==> config.mk <==
export PLATFORM = sky130hd
export DESIGN_NAME = glitch_burst_gen
export DESIGN_NICKNAME = d
export VERILOG_FILES = /design/src/rtl/glitch_pkg.sv /design/src/rtl/sync_edge_det.sv /design/src/rtl/glitch_burst_gen.sv
export SDC_FILE = /design/constraint.sdc
export NUM_CORES = 1
export LEC_CHECK = 0
export CORE_MARGIN = 2
export CORE_UTILIZATION = 61
export CTS_CLUSTER_SIZE = 12
export DETAILED_ROUTE_END_ITERATION = 6
export HOLD_SLACK_MARGIN = 0.03
export PLACE_DENSITY = 0.87
export SLEW_MARGIN = 5
export SYNTH_ARGS = -nofsm -noshare
export SYNTH_HDL_FRONTEND = slang
export SYNTH_SLANG_ARGS = --single-unit
==> constraint.sdc <==
create_clock -name clk -period 7.9 [get_ports clk]
set_clock_uncertainty 0.2 [all_clocks]
set_input_delay 1.975 -clock clk [delete_from_list [all_inputs] [get_ports clk]]
set_output_delay 1.975 -clock clk [all_outputs]
set_load 0.005 [all_outputs]
==> src/rtl/glitch_pkg.sv <==
// Shared definitions for the glitch burst generator.
//   state_e       : FSM state encoding (3 bits)
//   CNT_W_DEF     : default width of delay/width/gap counters
//   NPULSE_W_DEF  : default width of pulse count / pulse index
//   is_busy()     : true for the states in which a burst is in progress
package glitch_pkg;

    localparam int CNT_W_DEF    = 32;
    localparam int NPULSE_W_DEF = 8;

    typedef enum logic [2:0] {
        S_IDLE  = 3'd0,
        S_ARMED = 3'd1,
        S_DELAY = 3'd2,
        S_PULSE = 3'd3,
        S_GAP   = 3'd4,
        S_DONE  = 3'd5
    } state_e;

    function automatic logic is_busy(input state_e s);
        return (s == S_DELAY) || (s == S_PULSE) || (s == S_GAP);
    endfunction

endpackage

==> src/rtl/sync_edge_det.sv <==
// Multi-flop synchroniser with rising-edge detector for an asynchronous input.
//   clk      : destination clock
//   rst_n    : asynchronous active-low reset
//   d_async  : asynchronous input
//   q_sync   : synchronised level (STAGES flops deep)
//   rise     : one-cycle pulse in the first cycle q_sync is high after being low
module sync_edge_det #(
    parameter int STAGES = 2
) (
    input  logic clk,
    input  logic rst_n,
    input  logic d_async,
    output logic q_sync,
    output logic rise
);

    logic [STAGES-1:0] sync_q, sync_d;
    logic              prev_q, prev_d;

    always_comb begin
        sync_d = {sync_q[STAGES-2:0], d_async};
        prev_d = sync_q[STAGES-1];
    end

    always_ff @(posedge clk or negedge rst_n) begin
        if (!rst_n) begin
            sync_q <= '0;
            prev_q <= 1'b0;
        end else begin
            sync_q <= sync_d;
            prev_q <= prev_d;
        end
    end

    assign q_sync = sync_q[STAGES-1];
    // prev tracks the level every cycle, so a level that is already high
    // when the caller starts listening never produces a rise.
    assign rise   = q_sync & ~prev_q;

endmodule

==> src/rtl/glitch_burst_gen.sv <==
// Glitch burst generator. After an armed, synchronised trigger rising edge it
// waits delay_cycles, then emits max(pulse_count,1) pulses of max(width,1)
// cycles separated by max(gap,1) idle cycles.
//   clk, rst_n     : core clock, asynchronous active-low reset
//   arm            : in IDLE, latch config and enter ARMED
//   abort          : synchronous, highest priority, return to IDLE
//   trigger        : asynchronous trigger, rising edge fires
//   delay_cycles, width_cycles, gap_cycles, pulse_count : burst config
//   glitch         : registered glitch output (GLITCH_ACTIVE when pulsing)
//   armed, delay_active, busy, done : registered state flags
//   pulse_idx      : 0-based index of current/last pulse
module glitch_burst_gen
    import glitch_pkg::*;
#(
    parameter int   CNT_W         = CNT_W_DEF,
    parameter int   NPULSE_W      = NPULSE_W_DEF,
    parameter int   SYNC_STAGES   = 2,
    parameter logic GLITCH_ACTIVE = 1'b1
) (
    input  logic                clk,
    input  logic                rst_n,
    input  logic                arm,
    input  logic                abort,
    input  logic                trigger,
    input  logic [CNT_W-1:0]    delay_cycles,
    input  logic [CNT_W-1:0]    width_cycles,
    input  logic [CNT_W-1:0]    gap_cycles,
    input  logic [NPULSE_W-1:0] pulse_count,
    output logic                glitch,
    output logic                armed,
    output logic                delay_active,
    output logic                busy,
    output logic                done,
    output logic [NPULSE_W-1:0] pulse_idx
);

    localparam logic [CNT_W-1:0]    CNT_ONE = {{(CNT_W-1){1'b0}}, 1'b1};
    localparam logic [NPULSE_W-1:0] NP_ONE  = {{(NPULSE_W-1){1'b0}}, 1'b1};

    // max(v,1)-1 : zero-valued width/gap behave as one cycle
    function automatic logic [CNT_W-1:0] len_m1(input logic [CNT_W-1:0] v);
        return (v == '0) ? '0 : v - CNT_ONE;
    endfunction

    // ---------------------------------------------------------------------
    // Reset: asserts asynchronously, releases on a clock edge
    // ---------------------------------------------------------------------
    logic [1:0] rst_sync_q;
    logic       rst_int_n;

    always_ff @(posedge clk or negedge rst_n) begin
        if (!rst_n) rst_sync_q <= 2'b00;
        else        rst_sync_q <= {rst_sync_q[0], 1'b1};
    end

    assign rst_int_n = rst_sync_q[1];

    // ---------------------------------------------------------------------
    // Trigger synchroniser / edge detector
    // ---------------------------------------------------------------------
    logic trig_sync, trig_rise;

    sync_edge_det #(.STAGES(SYNC_STAGES)) u_trig_sync (
        .clk     (clk),
        .rst_n   (rst_int_n),
        .d_async (trigger),
        .q_sync  (trig_sync),
        .rise    (trig_rise)
    );

    // ---------------------------------------------------------------------
    // State, shared down-counter, pulse index, shadow config
    // ---------------------------------------------------------------------
    state_e                state_q, state_d;
    logic [CNT_W-1:0]      cnt_q, cnt_d;
    logic [NPULSE_W-1:0]   idx_q, idx_d;
    logic [CNT_W-1:0]      delay_s_q, delay_s_d;
    logic [CNT_W-1:0]      width_s_q, width_s_d;
    logic [CNT_W-1:0]      gap_s_q, gap_s_d;
    logic [NPULSE_W-1:0]   last_s_q, last_s_d;    // max(count,1)-1

    logic                  glitch_q, glitch_d;
    logic                  armed_q, armed_d;
    logic                  delay_active_q, delay_active_d;
    logic                  busy_q, busy_d;
    logic                  done_q, done_d;

    always_comb begin
        state_d   = state_q;
        cnt_d     = cnt_q;
        idx_d     = idx_q;
        delay_s_d = delay_s_q;
        width_s_d = width_s_q;
        gap_s_d   = gap_s_q;
        last_s_d  = last_s_q;

        if (abort) begin
            // pulse index is deliberately left alone for post-mortem reads
            state_d = S_IDLE;
        end else begin
            unique case (state_q)
                S_IDLE: begin
                    if (arm) begin
                        state_d   = S_ARMED;
                        delay_s_d = delay_cycles;
                        width_s_d = width_cycles;
                        gap_s_d   = gap_cycles;
                        last_s_d  = (pulse_count == '0) ? '0 : pulse_count - NP_ONE;
                        idx_d     = '0;
                        cnt_d     = '0;
                    end
                end
                S_ARMED: begin
                    if (trig_rise) begin
                        // DELAY spans exactly delay cycles; zero delay skips it
                        if (delay_s_q == '0) begin
                            state_d = S_PULSE;
                            cnt_d   = len_m1(width_s_q);
                        end else begin
                            state_d = S_DELAY;
                            cnt_d   = delay_s_q - CNT_ONE;
                        end
                    end
                end
                S_DELAY: begin
                    if (cnt_q == '0) begin
                        state_d = S_PULSE;
                        cnt_d   = len_m1(width_s_q);
                    end else begin
                        cnt_d = cnt_q - CNT_ONE;
                    end
                end
                S_PULSE: begin
                    if (cnt_q == '0) begin
                        if (idx_q == last_s_q) begin
                            state_d = S_DONE;
                        end else begin
                            state_d = S_GAP;
                            cnt_d   = len_m1(gap_s_q);
                        end
                    end else begin
                        cnt_d = cnt_q - CNT_ONE;
                    end
                end
                S_GAP: begin
                    if (cnt_q == '0) begin
                        state_d = S_PULSE;
                        idx_d   = idx_q + NP_ONE;
                        cnt_d   = len_m1(width_s_q);
                    end else begin
                        cnt_d = cnt_q - CNT_ONE;
                    end
                end
                S_DONE: begin
                    // wait for the trigger to drop so one edge gives one burst
                    if (!trig_sync && !arm) state_d = S_IDLE;
                end
                default: state_d = S_IDLE;
            endcase
        end

        // outputs decoded from the next state so they move with the state
        glitch_d       = (state_d == S_PULSE) ? GLITCH_ACTIVE : ~GLITCH_ACTIVE;
        armed_d        = (state_d == S_ARMED);
        delay_active_d = (state_d == S_DELAY);
        busy_d         = is_busy(state_d);
        done_d         = (state_d == S_DONE);
    end

    always_ff @(posedge clk or negedge rst_int_n) begin
        if (!rst_int_n) begin
            state_q        <= S_IDLE;
            cnt_q          <= '0;
            idx_q          <= '0;
            delay_s_q      <= '0;
            width_s_q      <= '0;
            gap_s_q        <= '0;
            last_s_q       <= '0;
            glitch_q       <= ~GLITCH_ACTIVE;
            armed_q        <= 1'b0;
            delay_active_q <= 1'b0;
            busy_q         <= 1'b0;
            done_q         <= 1'b0;
        end else begin
            state_q        <= state_d;
            cnt_q          <= cnt_d;
            idx_q          <= idx_d;
            delay_s_q      <= delay_s_d;
            width_s_q      <= width_s_d;
            gap_s_q        <= gap_s_d;
            last_s_q       <= last_s_d;
            glitch_q       <= glitch_d;
            armed_q        <= armed_d;
            delay_active_q <= delay_active_d;
            busy_q         <= busy_d;
            done_q         <= done_d;
        end
    end

    assign glitch       = glitch_q;
    assign armed        = armed_q;
    assign delay_active = delay_active_q;
    assign busy         = busy_q;
    assign done         = done_q;
    assign pulse_idx    = idx_q;

endmodule

# Yosys cells after proc, flatten, opt, wreduce, memory -nomap -nowiden
# Index checks and enable logic that the tools add are counted.
[totals]
regBits = 157
inputBits = 109
out_inout_bits = 13
elab_cells = 79
[op_classes]
add_sub_neg = 6
eq_ne = 15
mux = 23
bitwise = 3
reduce_logical = 17
[ops]
columns = ["cell", "n"]
rows = [
  ["2-to-1 mux 32 bit", 8],
  ["logical NOT 32 bit", 4],
  ["one-hot mux 32 bit (4 select lines)", 1],
  ["subtractor 32 x 1 -> 32 bit (second input constant)", 4],
  ["2-to-1 mux 8 bit", 3],
  ["2-to-1 mux 3 bit", 6],
  ["one-hot mux 8 bit (2 select lines)", 1],
  ["one-hot mux 3 bit (5 select lines)", 1],
  ["equality test 3 x 2 -> 1 bit (second input constant)", 4],
  ["equality test 3 bit (second input constant)", 4],
  ["adder 8 x 1 -> 8 bit (second input constant)", 1],
  ["equality test 8 bit", 1],
  ["logical NOT 8 bit", 1],
  ["subtractor 8 x 1 -> 8 bit (second input constant)", 1],
  ["equality test 3 x 1 -> 1 bit (second input constant)", 2],
  ["!= test 2 bit (second input constant)", 3],
  ["AND reduction 5 bit", 1],
  ["AND reduction 4 bit", 1],
  ["nonzero test 4 bit", 1],
  ["logical NOT 3 bit", 1],
  ["2-to-1 mux 1 bit", 3],
  ["!= test 3 bit (second input constant)", 1],
  ["AND reduction 3 bit", 1],
  ["logical NOT 1 bit", 2],
  ["other kinds (6)", 8],
]

# Logic depth before layout (Yosys ltp)
[depth]
ltp_word = 8
ltp_mapped = 13
mapped_depth_nobuf = 11

# By module
# Synthesis repeated with hierarchy kept, for this count alone.
[hier_totals]
cells_unflattened = 1176
hier_area_um2 = 9539.1
[by_module_without_submodules]
columns = ["mod", "n_inst", "cells_each", "area_per_inst_um2", "seq_area_each_um2"]
rows = [
  ["glitch_burst_gen", 1, 1172, 9450.3, 3853.7],
  ["sync_edge_det", 1, 4, 88.8, 75.1],
]

# Worst setup path before layout
# No wires, ideal clock.
[synth_timing]
path_kind = "input -> register"
from = "input arm"
to = "register cnt_q[29]"
setup_time_ps = 125
t_arrival_ps = 3297
required_time_ps = 7575
setup_slack_ps = 4278
path_stages = 10
path_buffers = 1
path_cell_list = "nand2b_1 > a2111oi_0 > a31oi_1 > o311ai_2 > nor2_2 > a21oi_4 > inv_2 > buf_6 > a22oi_2 > o21ai_1"
[synth_via]
elab_chain_len = 2
[synth_lines]
columns = ["item", "line", "text"]
rows = [
  ["start: declaration", "glitch_burst_gen.sv:22", "input logic arm,"],
  ["!= test 2 bit (no line)", "-", ""],
  ["AND reduction 5 bit (no line)", "-", ""],
  ["end signal: assignment", "glitch_burst_gen.sv:186", "cnt_q <= cnt_d;"],
  ["end: declaration", "glitch_burst_gen.sv:75", "logic [CNT_W-1:0] cnt_q, cnt_d;"],
]
# Every way passes these cells.
# A chain may end at the register's enable or synchronous reset.

# Worst setup path in the final report
[layout_timing]
from = "input arm"
to = "register cnt_q[21]"
# The elaborated chain is that of the path after synthesis.

==> flow_results.xml <==
<?xml version="1.0" encoding="UTF-8"?>
<metrics>
  <group name="clock_tree">
    <metric name="cts_setup_buffers" unit="">0</metric>
    <metric name="root_buffer" unit="">clkbuf_16</metric>
    <metric name="clkTransAtPathRegs" unit="ps">60</metric>
    <metric name="cts_buffer_depth" unit="">2</metric>
    <metric name="cts.repair.resized" unit="">0</metric>
    <metric name="clock_tree.htree_level_count" unit="">4</metric>
    <metric name="cts_tree" unit="">built</metric>
    <metric name="cts-hold-fix-buffers" unit="">0</metric>
    <metric name="cts_sinks" unit="">157</metric>
    <metric name="clkLatencyLatePin" unit="ps">430</metric>
    <metric name="number_of_buffers_created_by_cts" unit="">17</metric>
  </group>
  <group name="floorplanning">
    <metric name="top_level_ports" unit="">122</metric>
    <metric name="fp.dieH" unit="um">129.8</metric>
    <metric name="die_area" unit="um2">16840</metric>
    <metric name="core.rowCount" unit="">45</metric>
    <metric name="die_x" unit="um">129.8</metric>
    <metric name="initial_utilization" unit="%">63.01</metric>
    <metric name="core_area" unit="um2">15310</metric>
  </group>
  <group name="timing">
    <metric name="sum_neg_setup_slack" unit="ps">0</metric>
    <metric name="final_min_period_over_clock_period" unit="%">56.95</metric>
    <metric name="finalSetupViolCount" unit="">0</metric>
    <metric name="hold_violation_total_from_the_final_report" unit="">0</metric>
    <metric name="rsz0062_at_grt" unit="">no</metric>
    <metric name="timing_worst_slew_pin_value" unit="ps">1263</metric>
    <metric name="timing.final.max_slew_violations" unit="">0</metric>
    <metric name="timing.max_slew.rel_slack" unit="%">15.05</metric>
    <metric name="final.min_clock_period" unit="ps">4499</metric>
    <metric name="final_layout_worst_hold_slack" unit="ps">168.4</metric>
    <metric name="clock.fmax" unit="MHz">222.3</metric>
  </group>
  <group name="cells_and_area">
    <metric name="area_delta_synth_final" unit="%">19.26</metric>
    <metric name="antenna-diode-count" unit="">0</metric>
    <metric name="final-seq-area" unit="um2">3933</metric>
    <metric name="fillers" unit="">1203</metric>
    <metric name="post_route_cells_drive_above_1_share" unit="%">5.753</metric>
    <metric name="multiInputGateArea" unit="um2">5404</metric>
    <metric name="fin_nets" unit="">1376</metric>
  </group>
  <group name="power">
    <metric name="powerDensity" unit="nW/um2">262.9</metric>
    <metric name="vdd_ir_drop_max" unit="mV">0.2062</metric>
    <metric name="p_leak" unit="nW">4.982</metric>
    <metric name="post-layout-total-power" unit="mW">3.026</metric>
  </group>
  <group name="drt">
    <metric name="drt-initial-drc-count" unit="">1161</metric>
    <metric name="postRouteWirelength" unit="um">28060</metric>
    <metric name="dr.pass1.iters" unit="">7</metric>
    <metric name="vias_per_cell" unit="">6.222</metric>
    <metric name="post_drt_wl_per_cell" unit="um">18.96</metric>
    <metric name="postRouteAntennaNets" unit="">0</metric>
    <metric name="post-route-drc-count" unit="">0</metric>
    <metric name="num_vias" unit="">9208</metric>
  </group>
  <group name="worst_setup_path">
    <metric name="critical_path.startpoint_type" unit="">primary input</metric>
    <metric name="timing.rr.start" unit="">delay_s_q[18]$_DFFE_PN0P_</metric>
    <metric name="timing.critical_path.fanout_max" unit="">20</metric>
    <metric name="regToRegEndpoint" unit="">cnt_q[11]$_DFFE_PN0P_</metric>
    <metric name="critical_path.endpoint" unit="">cnt_q[21]$_DFFE_PN0P_</metric>
    <metric name="critical_path_class" unit="">in2reg</metric>
    <metric name="setup.worst_path.start" unit="">arm</metric>
    <metric name="critPathRequiredTime" unit="ps">7990</metric>
    <metric name="worstSetupEndpointType" unit="">flip-flop</metric>
    <metric name="timing.critical_path.arrival" unit="ps">4590</metric>
    <metric name="r2r_slack" unit="ps">4010</metric>
    <metric name="reg2reg_depth" unit="">8</metric>
  </group>
  <group name="logic_synthesis">
    <metric name="syn_nets" unit="">1284</metric>
    <metric name="number_of_enable_flip_flop_cells_after_synthesis" unit="">0</metric>
    <metric name="post_synth_inst_count" unit="">1165</metric>
    <metric name="mappedNetlistArea" unit="um2">9649</metric>
    <metric name="syn_warnings" unit="">0</metric>
    <metric name="ys_dominant_reg_cell" unit="">dfrtp_1</metric>
    <metric name="synth_area_per_cell" unit="um2">8.283</metric>
    <metric name="async_reset_ff_share" unit="%">100.0</metric>
    <metric name="netlist-cell-type-count" unit="">76</metric>
    <metric name="ys_ff_latch" unit="">157</metric>
    <metric name="synth_seq_area_share" unit="%">40.72</metric>
  </group>
  <group name="grt">
    <metric name="grt_antenna_before_repair" unit="">0</metric>
    <metric name="grt_util_all_layers" unit="%">34.87</metric>
    <metric name="grt_pass1_vias" unit="">8504</metric>
    <metric name="grt_start_max_net_pins" unit="">98</metric>
    <metric name="grt_pass1_wl" unit="um">45210</metric>
    <metric name="global_route.overflow_total" unit="">0</metric>
  </group>
  <group name="flow_run">
    <metric name="max_cap_viols" unit="">0</metric>
  </group>
  <group name="placement">
    <metric name="routabilityCongestion" unit="">1.006</metric>
    <metric name="buffer_ports.inserted" unit="">121</metric>
    <metric name="dp.final_hpwl" unit="um">20210</metric>
  </group>
  <group name="min_path">
    <metric name="holdCritStartpoint" unit="">u_trig_sync.sync_q[0]$_DFF_PN0_</metric>
    <metric name="hp-class" unit="">reg2reg</metric>
  </group>
  <group name="run_status">
    <metric name="status" unit="">finished clean</metric>
  </group>
</metrics>
-- cell type report --
class / count / share of cell area, %
Clock inverter: 9 / 0.7720
Multi-Input combinational cell: 930 / 46.96
Sequential cell: 157 / 34.17
Tap cell: 211 / 2.294
Clock buffer: 22 / 4.034
Inverter: 22 / 0.7176
Timing Repair Buffer: 129 / 11.05
-- cell usage in the layout (no fill, tap or decap), drive strengths merged, types with 31 or more instances in the layout --
master and n:
a21oi 31, nor4 38, xnor2 41, nor3 45, dfrtp 157, xor2 70
clkdlybuf4s50 121, nand2 322, o21ai 61, nor2 69
-- metal layers --
metal	routed length (um)	vias up	track usage, %	share of wire, %
met5	0	-	0	0
met4	1008	0	13.47	3.6
met3	2614	82	8.118	9.3
met2	12950	486	53.87	46
met1	11490	4352	48.14	41
li1	-	4288	-	-
-- how the worst min path moves through the flow --
stage / end / slack (ps) / cells after the start
final: u_trig_sync.sync_q[1]$_DFF_PN0_ / 170 / 0
after global routing: u_trig_sync.sync_q[1]$_DFF_PN0_ / 170 / 0
after CTS: rst_sync_q[1]$_DFF_PN0_ / 170 / 0
after detailed placement: rst_sync_q[1]$_DFF_PN0_ / 150 / 0
after global placement: rst_sync_q[1]$_DFF_PN0_ / 140 / 0
after floorplan: rst_sync_q[1]$_DFF_PN0_ / 130 / 0
-- flip-flops by register name, indices dropped and copies added, names as in the netlist, 2 cells and up --
register and cells:
pulse_idx 8, width_s_q 32, state_q 3, rst_sync_q 2, cnt_q 32, delay_s_q 32, last_s_q 8, gap_s_q 32
u_trig_sync.sync_q 2
-- report_power, final --
group          leakage, nW  internal (mW)  switching, mW
clock                0.263          0.449          0.331
sequential            2.01          0.952          0.223
combinational         2.71          0.417          0.653
total                 4.98           1.82           1.21
-- through the flow --
stage	setup slack (ps)	util [%]	std cells	instance area [um2]
finish	3401	75.14	1480	11510
global route	3220	75.14	1480	11510
CTS	3444	75.14	1480	11510
detailed placement	3092	71.53	1449	10950
global placement	3198	71.53	1449	10950
floorplan	3002	-	1165	9649
-- kinds of logic (layout without fill, tap and decap cells) --
kind of cell | after synthesis | in the layout | share of synthesized area [%]
AO/OA/AOI/OAI | 195 | 195 | 13.76
other | 1 | 1 | 0.03886
AND/OR/NAND/NOR | 611 | 611 | 30.45
adder cells (fa/ha/maj) | 10 | 10 | 1.297
buffers and inverters | 78 | 182 | 3.449
XOR/XNOR | 111 | 111 | 10.08
multiplexers | 2 | 2 | 0.2204
flip-flops | 157 | 157 | 40.72
-- worst max-delay path, stage by stage --
cell and delay (ps):
clkdlybuf4s50_1 520, nand2b_1 160, a2111oi_0 530, a31oi_1 120, o311ai_2 130, nor2_2 120, a21oi_4 410, inv_2 300
o2111ai_1 190, o211ai_1 120
-- cells in the mapped netlist (all sizes together), types with 25 or more instances --
cell type,instances,area (um2)
nand3,25,125.1
a21oi,31,166.4
nor2,69,261.5
o21ai,61,316.6
xor2,70,613.1
nand2,322,1209
dfrtp,157,3929
nor4,38,271.5
nor3,45,264.0
clkbuf,42,157.7
xnor2,41,359.1
nand4,25,156.4
Note: power is estimated with default switching activity, not from simulation.
